$ cat src/rtl/bcd_down_timer.sv
// bcd_down_timer
//   Multi-digit packed-BCD countdown timer. A preset is loaded in parallel.
//   start/pause move between IDLE, RUN and PAUSED. Each tick while running
//   removes one count, with the borrow rippling through every digit in the
//   same cycle. On the terminal count the timer either stops at zero or
//   reloads the preset (AUTO_RELOAD), and done pulses for one cycle.
//
// Parameters
//   DIGITS       number of BCD digits (1..8); count width is 4*DIGITS
//   AUTO_RELOAD  1 = reload preset on terminal count and keep running
// Ports
//   clk       rising-edge clock
//   rst       synchronous active-high reset
//   load      load load_val (ignored apart from err if any digit > 9)
//   load_val  packed BCD preset, digit 0 in [3:0]
//   start     begin / resume counting
//   pause     suspend counting (wins over start and tick)
//   tick      decrement qualifier while running
//   count     current value, packed BCD, registered
//   busy      state is RUN or PAUSED
//   done      one-cycle pulse on terminal count
//   zero      count == 0
//   err       sticky flag: the last load attempt held a non-BCD digit
module bcd_down_timer #(
    parameter int DIGITS      = 4,
    parameter bit AUTO_RELOAD = 1'b0
) (
    input  logic                  clk,
    input  logic                  rst,
    input  logic                  load,
    input  logic [4*DIGITS-1:0]   load_val,
    input  logic                  start,
    input  logic                  pause,
    input  logic                  tick,
    output logic [4*DIGITS-1:0]   count,
    output logic                  busy,
    output logic                  done,
    output logic                  zero,
    output logic                  err
);

    localparam int W = 4 * DIGITS;
    localparam logic [W-1:0] ONE = W'(1);

    typedef enum logic [1:0] {IDLE, RUN, PAUSED} state_t;

    state_t         state;
    logic [W-1:0]   preset;
    logic [W-1:0]   dec_val;
    logic           load_ok;

    // One-cycle BCD decrement: a zero digit under borrow wraps to 9 and
    // passes the borrow on; the first non-zero digit absorbs it.
    always_comb begin
        logic borrow;
        borrow  = 1'b1;
        dec_val = count;
        for (int i = 0; i < DIGITS; i++) begin
            if (borrow) begin
                if (count[4*i +: 4] == 4'd0) begin
                    dec_val[4*i +: 4] = 4'd9;
                end else begin
                    dec_val[4*i +: 4] = count[4*i +: 4] - 4'd1;
                    borrow = 1'b0;
                end
            end
        end
    end

    always_comb begin
        load_ok = 1'b1;
        for (int i = 0; i < DIGITS; i++) begin
            if (load_val[4*i +: 4] > 4'd9) load_ok = 1'b0;
        end
    end

    always_ff @(posedge clk) begin
        if (rst) begin
            state  <= IDLE;
            count  <= '0;
            preset <= '0;
            done   <= 1'b0;
            err    <= 1'b0;
        end else begin
            done <= 1'b0;
            if (load) begin
                // A bad preset only raises err; the running timer is untouched.
                if (load_ok) begin
                    count  <= load_val;
                    preset <= load_val;
                    state  <= IDLE;
                    err    <= 1'b0;
                end else begin
                    err    <= 1'b1;
                end
            end else begin
                case (state)
                    IDLE: begin
                        if (start && count != '0) state <= RUN;
                    end
                    RUN: begin
                        if (pause) begin
                            state <= PAUSED;
                        end else if (tick) begin
                            if (count == ONE) begin
                                done <= 1'b1;
                                if (AUTO_RELOAD) begin
                                    count <= preset;
                                end else begin
                                    count <= '0;
                                    state <= IDLE;
                                end
                            end else begin
                                count <= dec_val;
                            end
                        end
                    end
                    PAUSED: begin
                        if (start && !pause) state <= RUN;
                    end
                    default: state <= IDLE;
                endcase
            end
        end
    end

    assign busy = (state != IDLE);
    assign zero = (count == '0);

endmodule

$ cat config.mk
export PLATFORM = sky130hd
export DESIGN_NAME = bcd_down_timer
export DESIGN_NICKNAME = d
export VERILOG_FILES = /design/src/rtl/bcd_down_timer.sv
export SDC_FILE = /design/constraint.sdc
export NUM_CORES = 1
export LEC_CHECK = 0
export ABC_AREA = 1
export CAP_MARGIN = 20
export CORE_AREA = 2 2 81 83
export DETAILED_ROUTE_END_ITERATION = 10
export DIE_AREA = 0 0 83 85
export PLACE_DENSITY = 0.49
export SYNTH_ARGS = -nofsm -noshare
export SYNTH_HDL_FRONTEND = slang
export SYNTH_SLANG_ARGS = --single-unit
$ cat constraint.sdc
create_clock -name clk -period 1.75 [get_ports clk]
set_input_delay 0.35 -clock clk [delete_from_list [all_inputs] [get_ports clk]]
set_output_delay 0.35 -clock clk [all_outputs]
set_load 0.01 [all_outputs]
==> out/summary.txt <==
H-tree depth = 1
Largest net degree at the start of global routing = 20
Synthesized net count = 257
Combinational share of power = 45.5%
Detailed-route vias per instance = 4.460
Routed len/inst = 11.45 um
Ratio of cells with drive above 1 in the final layout = 27.71%
Worst setup SP type = flip-flop
CP endpoint kind = primary output
Clock Path Buffers = 2
Synth area leader = dfxtp_1
Leakage = 0.001111 uW
Reg power frac = 33.0%
GPL Wtd Cong = 0.7774
Fin crit period = 1.678 ns
Worst Path Required = 1.40 ns
Tcrit/Tclk final = 95.88%
Int Power = 994.0 uW
Number of flops mapped to enable cells by yosys = 0
Die Ht = 85 um
Total gr overflow = 0
Worst path cell trace = buf_4 -> clkdlybuf4s50_1
Final setup vio count = 0
WL final = 4476 um
Clock Latency Late Sink = 0.27 ns
Power per cell area = 637.5 nW/um2
Relative slew slack = 82.99%
Slowest library cell on the worst path = clkdlybuf4s50_1
Final hold vios = 0
Fillers = 691
Die area = 7055 um2
Synth Area per Inst = 6.563 um2
Slew Viols, Final = 0
Initial Util = 24.12%
Critical Path Max Stage Delay = 0.53 ns
Tot GR Track Use = 12.77%
FFs w/ async S/R, synth = 0%
NumNets Final = 345
Sequential share of the synthesized area = 26.76%
Buffers added on ports = 41
Clk slew on worst S/H paths = 0.09 ns
Worst EP arrival = 1.33 ns
Core Region = 6205 um2
MaxCap Viol Count = 0
Rows = 29
Synth area leaders = dfxtp_1 (27%), nand2_1 (13%), nand3_1 (8.7%)
TritonCTS buffer count = 3
Sw frac = 35.17%
Initial antenna violation count = 0
Most frequent cell after synthesis = nand2_1
Vias in the first global route = 1593
Setup TNS = 0 ns
Die X = 83 um
Critical path class = reg -> out
Clock sinks = 20
Boundary pin count = 42
Synth warn = 0
Clock share of power = 21.5%
# DRC = 0
Synth Flop Type = dfxtp_1
Root buffer cell = clkbuf_8
DPL Wire Length = 3494 um
Post-CTS Hold Fix Bufs = 0
Synth unique cells = 30
Worst slew pin tran = 0.2530 ns
Post-Syn Area = 1496 um2
Outcome = complete, no violations
Clock Skew = 0.006654 ns
Placed Cells incl. Taps = 388
First-pass GRT wire length = 7369 um
Non-filler cells, final = 391
Fmax = 0.5960 GHz
RSZ-0062 raised after global routing = yes
# diodes = 0
Post-CTS Setup Inserts = 0
Vias = 1744
CTS tree = built
Drt pass-1 iters = 4
P&R area growth vs syn = 60.70%
Initial DRC count = 41
Crit-path max FO = 4
HP Class = reg -> reg
Synthesized instance count = 228
Max VDD drop = 0.0002441 V
Flops & latches, synth = 20
Net Sw Power = 539.1 uW
Top cells by count, synth = nand2_1 (51), nor2_1 (31), nand3_1 (26)
Remaining antenna violation count = 0
Area fraction of the dominant cell type after synthesis = 26.76%
==> sequential cells by signal, indices dropped and copies added, names as in the netlist <==
signal,count
done,1
err,1
state,2
count,16
==> power by group through the flow <==
| stage | sequential (uW) | clock [uW] | combinational (uW) |
|---|---|---|---|
| 5_1_grt | 511 | 363 | 770 |
| 3_5_place_dp | 514 | 0 | 681 |
| 3_3_place_gp | 514 | 0 | 680 |
| 6_report | 506 | 330 | 698 |
| 2_1_floorplan | 533 | 0 | 332 |
| 4_1_cts | 504 | 332 | 684 |
==> final cells by class <==
class                      instances  area [um2]  share of cell area (%)
clock buffer                       3       41.29                   1.717
inverter                          24       90.09                   3.746
multi-input combinational        177       999.7                   41.57
sequential                        20       404.1                   16.81
tap                               77       96.34                   4.006
timing repair buffer              90       773.2                   32.15
==> worst max-delay path, delay by kind of cell (launching register included) <==
kind / cells / cell delay (ns)
DFF: 1 / 0.38
buffers and inverters: 2 / 0.68
==> cell families after synthesis <==
kind of cell             share of synthesized area (%)
AND/OR/NAND/NOR                                  40.89
AO/OA/AOI/OAI                                    14.46
buffers and inverters                            9.616
flip-flops                                       26.76
adder cells (fa/ha/maj)                          5.853
XOR/XNOR                                         1.756
multiplexers                                    0.6689
==> worst paths after layout <==
check | end | startpoint | slack [ns] | cells past startpoint
max | count[2] | count[2] | 0.07 | 2
min | err | err | 0.52 | 1
max reg2reg | count[15] | count[12] | 0.14 | 11
min reg2reg | err | err | 0.52 | 1
==> cells in the final DEF, fill, tap and decap left out, drive strengths merged <==
master         count
o211a              3
nor3b              1
nand2             61
buf               50
a22oi              3
dfxtp             20
xnor2              1
a22o               1
a21oi             15
o21ai             13
nor3               2
o31ai              2
mux2i              1
nand3             28
xor2               2
nand4              1
clkbuf             3
ha                 7
inv               24
clkdlybuf4s50     40
nor2              36
==> through the flow <==
| step | total power [uW] | cell area [um2] | util (%) | setup slack (ns) | hold slack (ns) |
|---|---|---|---|---|---|
| 3_5_place_dp | 1195 | 2317 | 37.35 | -0.1450 | 0.5107 |
| 2_1_floorplan | 864.9 | 1496 | - | 0.2614 | 0.4191 |
| 3_3_place_gp | 1194 | 2317 | 37.35 | -0.1496 | 0.5103 |
| 4_1_cts | 1520 | 2376 | 38.29 | 0.005844 | 0.5309 |
| 6_report | 1533 | 2405 | 38.76 | 0.07212 | 0.5194 |
| 5_1_grt | 1644 | 2405 | 38.76 | -0.01577 | 0.5473 |
==> repair_timing <==
item,in CTS,in global routing
gates resized for setup,10,12
pin swaps,1,2
endpoints found under the hold margin,0,0
setup endpoints to repair,1,12
==> metal layers <==
metal	global-route usage (%)	vias to the layer above	wire (um)
li1	-	915	-
met1	16.34	791	2120
met2	22.07	33	2115
met3	2.335	5	184
met4	3.577	0	56
met5	0	-	0
No activity file was read; power rests on OpenSTA's default activity.
